===== src/rtl/axi_hs_fifo.sv =====
// axi_hs_fifo: synchronous valid/ready FIFO with first-word fall-through.
// Full and empty are told apart by a wrap bit per pointer. The pointers wrap
// explicitly at DEPTH-1, so DEPTH does not need to be a power of two.
// Writes while full and reads while empty are dropped, and each one sets a
// sticky error flag. Only reset or flush clears those flags.
module axi_hs_fifo #(
  parameter int DATA_WIDTH    = 32,
  parameter int DEPTH         = 16,
  parameter int AFULL_THRESH  = DEPTH - 2,
  parameter int AEMPTY_THRESH = 1
) (
  input  logic                         clk,
  input  logic                         rst_n,
  input  logic                         flush,
  input  logic                         s_valid,
  output logic                         s_ready,
  input  logic [DATA_WIDTH-1:0]        s_data,
  output logic                         m_valid,
  input  logic                         m_ready,
  output logic [DATA_WIDTH-1:0]        m_data,
  output logic [$clog2(DEPTH+1)-1:0]   count,
  output logic                         almost_full,
  output logic                         almost_empty,
  output logic                         ovf_err,
  output logic                         udf_err
);

  localparam int PW = (DEPTH > 1) ? $clog2(DEPTH) : 1;
  localparam int CW = $clog2(DEPTH + 1);
  localparam logic [PW-1:0] LAST = PW'(DEPTH - 1);

  logic [DATA_WIDTH-1:0] mem_q [DEPTH];

  logic [PW-1:0] wr_ptr_q, wr_ptr_d;
  logic [PW-1:0] rd_ptr_q, rd_ptr_d;
  logic          wr_wrap_q, wr_wrap_d;
  logic          rd_wrap_q, rd_wrap_d;
  logic [CW-1:0] count_q, count_d;
  logic          ovf_q, ovf_d;
  logic          udf_q, udf_d;

  logic full, empty, push, pop;

  // Status is derived from registered pointers only, never from the handshake inputs.
  always_comb begin
    full  = (wr_ptr_q == rd_ptr_q) && (wr_wrap_q != rd_wrap_q);
    empty = (wr_ptr_q == rd_ptr_q) && (wr_wrap_q == rd_wrap_q);
    push  = s_valid && !full;
    pop   = m_ready && !empty;
  end

  assign s_ready      = !full;
  assign m_valid      = !empty;
  assign m_data       = mem_q[rd_ptr_q];
  assign count        = count_q;
  assign almost_full  = (int'(count_q) >= AFULL_THRESH);
  assign almost_empty = (int'(count_q) <= AEMPTY_THRESH);
  assign ovf_err      = ovf_q;
  assign udf_err      = udf_q;

  // Next-state: pointer advance with explicit wrap, occupancy, sticky errors; flush wins.
  always_comb begin
    wr_ptr_d  = wr_ptr_q;
    wr_wrap_d = wr_wrap_q;
    rd_ptr_d  = rd_ptr_q;
    rd_wrap_d = rd_wrap_q;
    count_d   = count_q;
    ovf_d     = ovf_q | (s_valid & full);
    udf_d     = udf_q | (m_ready & empty);

    if (push) begin
      if (wr_ptr_q == LAST) begin
        wr_ptr_d  = '0;
        wr_wrap_d = !wr_wrap_q;
      end else begin
        wr_ptr_d = wr_ptr_q + PW'(1);
      end
    end

    if (pop) begin
      if (rd_ptr_q == LAST) begin
        rd_ptr_d  = '0;
        rd_wrap_d = !rd_wrap_q;
      end else begin
        rd_ptr_d = rd_ptr_q + PW'(1);
      end
    end

    case ({push, pop})
      2'b10:   count_d = count_q + CW'(1);
      2'b01:   count_d = count_q - CW'(1);
      default: count_d = count_q;
    endcase

    if (flush) begin
      wr_ptr_d  = '0;
      wr_wrap_d = 1'b0;
      rd_ptr_d  = '0;
      rd_wrap_d = 1'b0;
      count_d   = '0;
      ovf_d     = 1'b0;
      udf_d     = 1'b0;
    end
  end

  // Control state register with asynchronous active-low clear.
  always_ff @(posedge clk or negedge rst_n) begin
    if (!rst_n) begin
      wr_ptr_q  <= '0;
      wr_wrap_q <= 1'b0;
      rd_ptr_q  <= '0;
      rd_wrap_q <= 1'b0;
      count_q   <= '0;
      ovf_q     <= 1'b0;
      udf_q     <= 1'b0;
    end else begin
      wr_ptr_q  <= wr_ptr_d;
      wr_wrap_q <= wr_wrap_d;
      rd_ptr_q  <= rd_ptr_d;
      rd_wrap_q <= rd_wrap_d;
      count_q   <= count_d;
      ovf_q     <= ovf_d;
      udf_q     <= udf_d;
    end
  end

  // Storage write. It has no reset, and a write under flush is harmless
  // because the pointers are cleared in the same cycle.
  always_ff @(posedge clk) begin
    if (push) begin
      mem_q[wr_ptr_q] <= s_data;
    end
  end

endmodule


===== config.mk =====
export PLATFORM = sky130hd
export DESIGN_NAME = axi_hs_fifo
export DESIGN_NICKNAME = d
export VERILOG_FILES = /design/src/rtl/axi_hs_fifo.sv
export SDC_FILE = /design/constraint.sdc
export NUM_CORES = 1
export LEC_CHECK = 0
export CAP_MARGIN = 10
export CORE_ASPECT_RATIO = 1.5
export CORE_MARGIN = 2
export CORE_UTILIZATION = 60
export CTS_CLUSTER_SIZE = 8
export DETAILED_ROUTE_END_ITERATION = 6
export PLACE_DENSITY = 0.79
export SETUP_SLACK_MARGIN = 0.5
export SYNTH_ARGS = -nofsm -noshare
export SYNTH_HDL_FRONTEND = slang
export SYNTH_SLANG_ARGS = --single-unit

===== constraint.sdc =====
create_clock -name clk -period 7.2 [get_ports clk]
set_input_delay 1.8 -clock clk [delete_from_list [all_inputs] [get_ports clk]]
set_output_delay 1.8 -clock clk [all_outputs]
set_load 0.005 [all_outputs]

==> results.cfg, run 1 <==
[logic_synthesis]
async_flop_share_pct = 3.21
ys_ff_latch = 529
synth_ff_type = edfxtp_1
synth_top_area_share_pct = 74.6
synth-seq-area-share_pct = 76.7
yosysUniqueCellTypes = 44
syn_area_um2 = 20600
synthTopCellsByArea = edfxtp_1 (75%), mux4_2 (17%), dfrtp_1 (2.1%)
synth-edff-count = 512
avgSynthCellArea_um2 = 23.6
synth_top_cell_by_area = edfxtp_1
synth_nets = 920
syn_inst = 874
synth_warnings = 0

[power_and_ir_drop]
power.total_w = 0.00718
power_density_nw_per_um2 = 299
ir_worst_vdd_mv = 0.177
p_leak_nw = 7.49

[timing]
relSlewSlack_pct = 17.8
setup_viol = 0
tightest_slew_ns = 1.23
rsz0062_at_grt = false
min_period_ns = 5.58
finalCritPeriodShare_pct = 77.5
fin_skew_ns = 0.0205
clock.fmax_mhz = 179
fin_tns_setup_ns = 0
final_max_slew_viol_count = 0
hold_violations = 0

[critical_path]
r2r-start = rd_ptr_q[0]
critPathArrivalTime_ns = 3.78
crit_path_max_fanout = 73
crit_slowest_cell = dfrtp_4
crit_path_max_incr_delay_ns = 0.94
cpMostUsedCell = mux4_2
rr_worst_depth = 7
r2r-end = mem_q[5][22]
start_kind = register
setup.worst_path.class = register to primary output
crit_path_cell_trace = buf_12 > mux4_2 > mux4_2 > clkdlybuf4s50_1
end_kind = primary output
r2r_setup_slack_ns = 2.99
cp.required_ns = 5.40

[clock_tree]
path_clk_slew_ns = 0.05
h-tree-depth = 3
cts_tree = yes
clockBufferDepth = 3
cts_resized = 0
cts_sinks = 529
cts_made_buffers = 76
ctsRootBufferMaster = clkbuf_16
clock_latency_ns = 0.59
ctsHoldBuffers = 0
post_cts_buffers = 0

[run]
cap_viol_max_count = 0

[die]
dieArea_um2 = 35900
die_width_um = 155
initial_core_util_pct = 60.5
die_h_um = 231
rows = 83
ios = 80
placeableCoreArea_um2 = 34100

[layout]
insertedDiodeCount = 0
final_common_cell = edfxtp_1
fin_nets = 1050
layout_common_cells = edfxtp_1 (512), mux4_2 (160), clkdlybuf4s50_1 (79), clkbuf_16 (78), clkbuf_1 (21)
drive_above_1_share_pct = 28.2
area_growth_pct = 16.4

[run_status]
outcome = completed

[worst_hold_path]
whs_path_depth = 2
hold_end = ovf_err
hp-start = ovf_err
hold_class = register to register

[grt]
gr-usage-all-layers_pct = 27.1
grt_max_degree = 74
grt_antenna_before_repair = 1
grt_pass1_wl_um = 68800
grt_pass1_vias = 10468
globalRouteOverflowTotal = 0

[route]
dr.pass1.iters = 5
ant_nets = 0
wl_per_cell_um = 31.6
drc = 0
via_per_inst = 6.78
drt-initial-drc-count = 1066
via_count = 9858
wirelength_um = 46000

[place]
dp_hpwl_um = 21000
port_buffers = 79
gp_routability_congestion = 0.757
-- where the power goes --
group | internal [W] | switching, W | total [W]
clock | 0.00194 | 0.00122 | 0.00317
combinational | 0.000304 | 0.000237 | 0.000541
sequential | 0.00342 | 0.0000512 | 0.00347
total | 0.00567 | 0.00151 | 0.00718
-- routing by layer --
| metal | part of all wire (%) | track usage (%) |
|---|---|---|
| met4 | 3.4 | 11.4 |
| met5 | 0.026 | 0 |
| met2 | 52 | 43.9 |
| met3 | 8.7 | 5.67 |
| met1 | 36 | 36.5 |
-- synth_stat cells (2+ instances only) --
library cell,number
edfxtp_1,512
mux4_2,160
clkbuf_1,26
dfrtp_1,17
nor2_1,16
a21oi_1,11
buf_6,11
buf_2,10
nand2_1,10
nand3_1,10
ha_1,9
inv_1,8
xnor2_1,7
xor2_1,6
and3_1,5
and4_1,5
o211ai_1,5
and2_1,4
mux2i_1,4
nor3_1,4
nor4b_1,4
buf_1,3
nand2b_1,3
nor3b_1,2
o21ai_1,2
o221ai_1,2
-- worst max-delay path by stage --
stage | start | endpoint | slack, ns
floorplan | s_valid | mem_q[1][0] | 1.25
global placement | rd_ptr_q[0] | m_data[8] | 2.24
detailed placement | rd_ptr_q[0] | m_data[5] | 2.22
CTS | rd_ptr_q[0] | m_data[6] | 1.56
global route | rd_ptr_q[0] | m_data[4] | 1.41
finish | rd_ptr_q[0] | m_data[4] | 1.62
-- metrics by stage --
stage                     setup slack, ns  util (%)  cell area (µm²)  cells  hold slack [ns]
after global placement               2.24      64.2            21900   1350            0.482
after floorplan                      1.25         -            20600    874            0.486
after CTS                            1.56      70.4            24000   1454            0.521
final                                1.62      70.4            24000   1455            0.512
after detailed placement             2.22      64.2            21900   1350            0.510
after global routing                 1.41      70.4            24000   1455            0.551
-- kinds of logic (layout without fill, tap and decap cells) --
| kind of cell | Yosys count | count (layout) | synth area share, % |
|---|---|---|---|
| flops | 529 | 529 | 76.7 |
| simple gates | 69 | 69 | 1.87 |
| buf+inv | 58 | 214 | 1.52 |
| xor+xnor | 14 | 14 | 0.632 |
| fa+ha+maj | 9 | 9 | 0.547 |
| mux | 165 | 165 | 17.7 |
| compound gates | 30 | 30 | 1.00 |
-- state kept, by name, summed over array words and instances, names as in the netlist --
signal and count:
count 5, mem_q 512, ovf_err 1, rd_ptr_q 4
rd_wrap_q 1, udf_err 1, wr_ptr_q 4, wr_wrap_q 1
-- worst max-delay path: cells and delay by family, from the launching register on --
kind | cells | cell delay (ns)
muxes | 2 | 1.12
buffers and inverters | 2 | 1.00
DFF | 1 | 0.94
-- area by class of cell --
type	instances	area, µm²
inverter	8	30.0
sequential	529	15800
multi-input combinational	287	4530
fill	1940	10100
clock inverter	5	66.3
timing repair buffer	102	988
clock buffer	99	2030
tap	425	532
Power figures use the tool's default switching activity.
==> run 2, diff against run 1 <==
- CORE_UTILIZATION: 60 -> 55
- PLACE_DENSITY: 0.79 -> 0.76
- clock period: 7.2 -> 4.9 ns (I/O delays scaled with it)
==> results.cfg, run 2 (synthesis gave the netlist of run 1 again) <==
[route]
dr.pass1.iters = 5
wl_per_cell_um = 30.4
drc = 0
via_per_inst = 6.41
wirelength_um = 46400
drt-initial-drc-count = 1052
ant_nets = 0
via_count = 9777

[timing]
min_period_ns = 4.24
hold_violations = 0
clock.fmax_mhz = 236
tightest_slew_ns = 1.11
whs_ns = 0.497
rsz0062_at_grt = false
final_max_slew_viol_count = 0
finalCritPeriodShare_pct = 86.6
relSlewSlack_pct = 25.5
fin_skew_ns = 0.0330
setup_viol = 0

[die]
die_width_um = 162
ios = 80
rows = 86
die_h_um = 241
initial_core_util_pct = 56.0
dieArea_um2 = 39100
placeableCoreArea_um2 = 36800

[layout]
area_growth_pct = 18.0
stdcell_area_um2 = 24300
regMostFlops = mem_q
final_common_cell = edfxtp_1
drive_above_1_share_pct = 29.5
layout_common_cells = edfxtp_1 (512), mux4_2 (160), clkbuf_16 (80), clkdlybuf4s50_1 (79), buf_4 (29)
largest_reg_flops = 512
fin_nets = 1069
fill_cells = 2273

[critical_path]
start_kind = register
cp.required_ns = 3.67
end_kind = primary output
setup.worst_path.class = register to primary output
critPathArrivalTime_ns = 3.02
crit_path_max_fanout = 30

[grt]
grt_antenna_before_repair = 2
grt_pass1_wl_um = 67800
gr-usage-all-layers_pct = 24.6
grt_pass1_vias = 10473
globalRouteOverflowTotal = 0
grt_max_degree = 44

[run_status]
outcome = completed

[power_and_ir_drop]
swShare_pct = 20.6
comb_power_share_pct = 8.3
ir_worst_vdd_mv = 0.297
power.total_w = 0.0105
power.internal_w = 0.00836
pwr-share-seq_pct = 48.2
power_density_nw_per_um2 = 433
p_clk_share_pct = 43.5
p_leak_nw = 7.61
p_switching_w = 0.00217

[clock_tree]
path_clk_slew_ns = 0.05
ctsRootBufferMaster = clkbuf_16
clockBufferDepth = 3
cts_sinks = 529
ctsHoldBuffers = 0
cts_made_buffers = 76
clock_latency_ns = 0.59
cts_tree = yes
cts_resized = 0
h-tree-depth = 3

[place]
gp_routability_congestion = 0.763
port_buffers = 79
place_area_um2 = 22200
dp_hpwl_um = 22800

[worst_hold_path]
hold_class = register to register

[run]
cap_viol_max_count = 0
## run 2: cell types whose count changed in the layout (fill, tap and decap cells not counted), sizes merged
cell    before  now
clkinv       4    1
buf         22   41
diode        0    2
clkbuf     100   94
## run 2: what timing repair did
item | in CTS | in global routing
buffers inserted | 5 | 1
endpoints found under the setup margin | 29 | 7
cloned | 0 | 0
hold endpoints to repair | 0 | 0
## run 2: power by group through the flow
stage	clock network (W)	registers, W	logic (W)
5_1_grt	0.00481	0.00507	0.000936
3_3_place_gp	0	0.00517	0.000805
4_1_cts	0.00464	0.00507	0.000881
2_1_floorplan	0	0.00513	0.000546
6_report	0.00458	0.00507	0.000874
3_5_place_dp	0	0.00518	0.000821
## run 2: worst max-delay path: stages, from the launching register on
cell and delay [ns]:
dfrtp_4 0.42, buf_12 0.16, buf_12 0.27, mux4_2 0.57
mux4_2 0.50, clkdlybuf4s50_1 0.48
## run 2: worst paths after layout
| kind | start | endpoint | slack, ns | cells after the start |
|---|---|---|---|---|
| max | rd_ptr_q[0] | m_data[22] | 0.66 | 5 |
| min | udf_err | udf_err | 0.50 | 2 |
| max reg2reg | rd_ptr_q[0] | mem_q[11][23] | 1.17 | 9 |
| min reg2reg | udf_err | udf_err | 0.50 | 2 |
| max in group asynchronous | rst_n | rd_ptr_q[1] | 3.16 | 1 |
| min in group asynchronous | rst_n | wr_ptr_q[0] | 1.11 | 1 |
## run 2: layer usage
metal | vias up | wire length (µm) | GRT usage [%] | share of wire [%]
met4 | 0 | 1560 | 9.95 | 3.4
met1 | 5170 | 17100 | 32.0 | 37
met2 | 478 | 24400 | 41.4 | 53
met5 | - | 0 | 0 | 0
li1 | 4014 | - | - | -
met3 | 115 | 3370 | 4.97 | 7.3
## run 2: cell type report
cell class	count	area (µm²)	share of cell area [%]
Sequential cell	529	15800	65.0
Multi-Input combinational cell	287	4540	18.7
Clock buffer	93	2030	8.35
Timing Repair Buffer	121	1270	5.24
Tap cell	484	606	2.49
Inverter	8	30.0	0.124
Clock inverter	2	17.5	0.0720
Antenna cell	2	5.00	0.0206
## run 2: stage by stage
stage	utilization [%]	TNS (ns)	setup slack, ns	std cells
after detailed placement	60.3	0	0.794	1423
after global routing	66.1	0	0.576	1526
after global placement	60.3	0	0.840	1423
after CTS	66.0	0	0.508	1523
after floorplan	-	-42.80	-0.446	874
final	66.1	0	0.656	1526
==> run 3, diff against run 2 <==
- CORE_MARGIN: 2 -> 8
==> results.cfg, run 3 (synthesis gave the netlist of run 1 again) <==
[critical_path]
start_kind = register
cp.required_ns = 3.67
rr_worst_depth = 7
crit_path_max_fanout = 37
r2r_setup_slack_ns = 1.36
r2r-start = rd_ptr_q[1]
r2r-end = mem_q[10][11]
crit_slowest_cell = dfrtp_4
crit_path_max_incr_delay_ns = 0.57
startpoint = rd_ptr_q[0]
cpMostUsedCell = mux4_2
crit_path_cell_trace = buf_12 > mux4_2 > mux4_2 > clkdlybuf4s50_1
setup.worst_path.class = register to primary output
end_kind = primary output
endpoint = m_data[15]
critPathArrivalTime_ns = 3.09

[die]
initial_core_util_pct = 55.3
die_width_um = 174
dieArea_um2 = 44000
ios = 80
die_h_um = 253
placeableCoreArea_um2 = 37200
rows = 87

[timing]
fin_tns_setup_ns = 0
setup_viol = 0
finalCritPeriodShare_pct = 88.0
final_max_slew_viol_count = 0
tightest_slew_ns = 1.04
hold_violations = 0
rsz0062_at_grt = false
fin_skew_ns = 0.0205
whs_ns = 0.508
clock.fmax_mhz = 232
min_period_ns = 4.31
relSlewSlack_pct = 30.5

[power_and_ir_drop]
power_density_nw_per_um2 = 433
p_leak_nw = 7.61
ir_worst_vdd_mv = 0.238

[route]
wl_per_cell_um = 30.5
dr.pass1.iters = 5
wl_met2_um = 25000
drc = 0
via_per_inst = 6.42
wirelength_um = 46500
via_count = 9802
ant_nets = 0
m1WireLength_um = 17300
met3WireLength_um = 2980
top_layer = met4
drt-initial-drc-count = 1137

[clock_tree]
cts_tree = yes
cts_made_buffers = 76
path_clk_slew_ns = 0.05
ctsHoldBuffers = 0
ctsRootBufferMaster = clkbuf_16
clock_latency_ns = 0.58
h-tree-depth = 3
clockBufferDepth = 3
cts_sinks = 529

[grt]
globalRouteOverflowTotal = 0
gr-usage-all-layers_pct = 21.4
grt_max_degree = 38
grt_pass1_vias = 10479
grt_pass1_wl_um = 68700
grt_antenna_before_repair = 3

[run_status]
outcome = completed

[worst_hold_path]
hold_class = register to register

[layout]
fin_nets = 1067
largest_reg_flops = 512
area_growth_pct = 18.2
drive_above_1_share_pct = 29.7
final_common_cell = edfxtp_1
regMostFlops = mem_q
layout_common_cells = edfxtp_1 (512), mux4_2 (160), clkdlybuf4s50_1 (79), clkbuf_16 (78), buf_4 (23)

[run]
cap_viol_max_count = 0

[place]
dp_hpwl_um = 22700
port_buffers = 79
gp_routability_congestion = 0.776
-- run 3: cell types whose count changed in the layout (fill, tap and decap cells not counted), sizes merged --
cell	delta
clkinv	+1
diode	+1
buf	-1
inv	+2
clkbuf	-8
-- run 3: per-stage QoR --
step	cells	utilization [%]	setup WS (ns)	total power (W)	cell area (µm²)
after floorplan	874	-	-0.446	0.00568	20600
after global placement	1425	59.6	0.909	0.00599	22200
after detailed placement	1425	59.6	0.842	0.00601	22200
after CTS	1523	65.4	0.538	0.0106	24300
after global routing	1525	65.4	0.513	0.0108	24300
final	1526	65.4	0.586	0.0105	24300
-- run 3: power breakdown --
group,switching [W],internal (W),leakage [nW]
sequential,0.0000480,0.00503,4.85
clock,0.00178,0.00282,1.00
combinational,0.000392,0.000479,1.76
-- run 3: layout make-up --
type | count | area, µm²
diodes | 3 | 7.51
flip-flops and latches | 529 | 15800
well taps | 489 | 612
clock buffers | 86 | 1980
repair buffers | 119 | 1300
clock inverters | 5 | 62.6
inverters | 8 | 30.0
fillers | 2320 | 12900
multi-input cells | 287 | 4540
-- run 3: worst min-delay path by stage --
stage	startpoint	to	slack (ns)	depth (start not counted)
floorplan	ovf_err	ovf_err	0.49	2
global placement	ovf_err	ovf_err	0.48	2
detailed placement	ovf_err	ovf_err	0.50	2
CTS	ovf_err	ovf_err	0.51	2
global route	ovf_err	ovf_err	0.55	2
finish	ovf_err	ovf_err	0.51	2
-- run 3: what timing repair did --
item,CTS,global route
setup endpoints to repair,30,0
setup buffers,7,0
gates resized for setup,1,0
-- run 3: critical path: cells and delay by family, from the launching register on --
kind     cells  cell delay (ns)
mux          2             1.09
buf+inv      2             0.81
flops        1             0.57
-- run 3: per-layer routing --
layer | up-vias | GRT usage [%]
met5 | - | 0
met4 | 0 | 8.60
met3 | 81 | 4.01
met2 | 456 | 36.8
met1 | 5264 | 26.6
li1 | 4001 | -
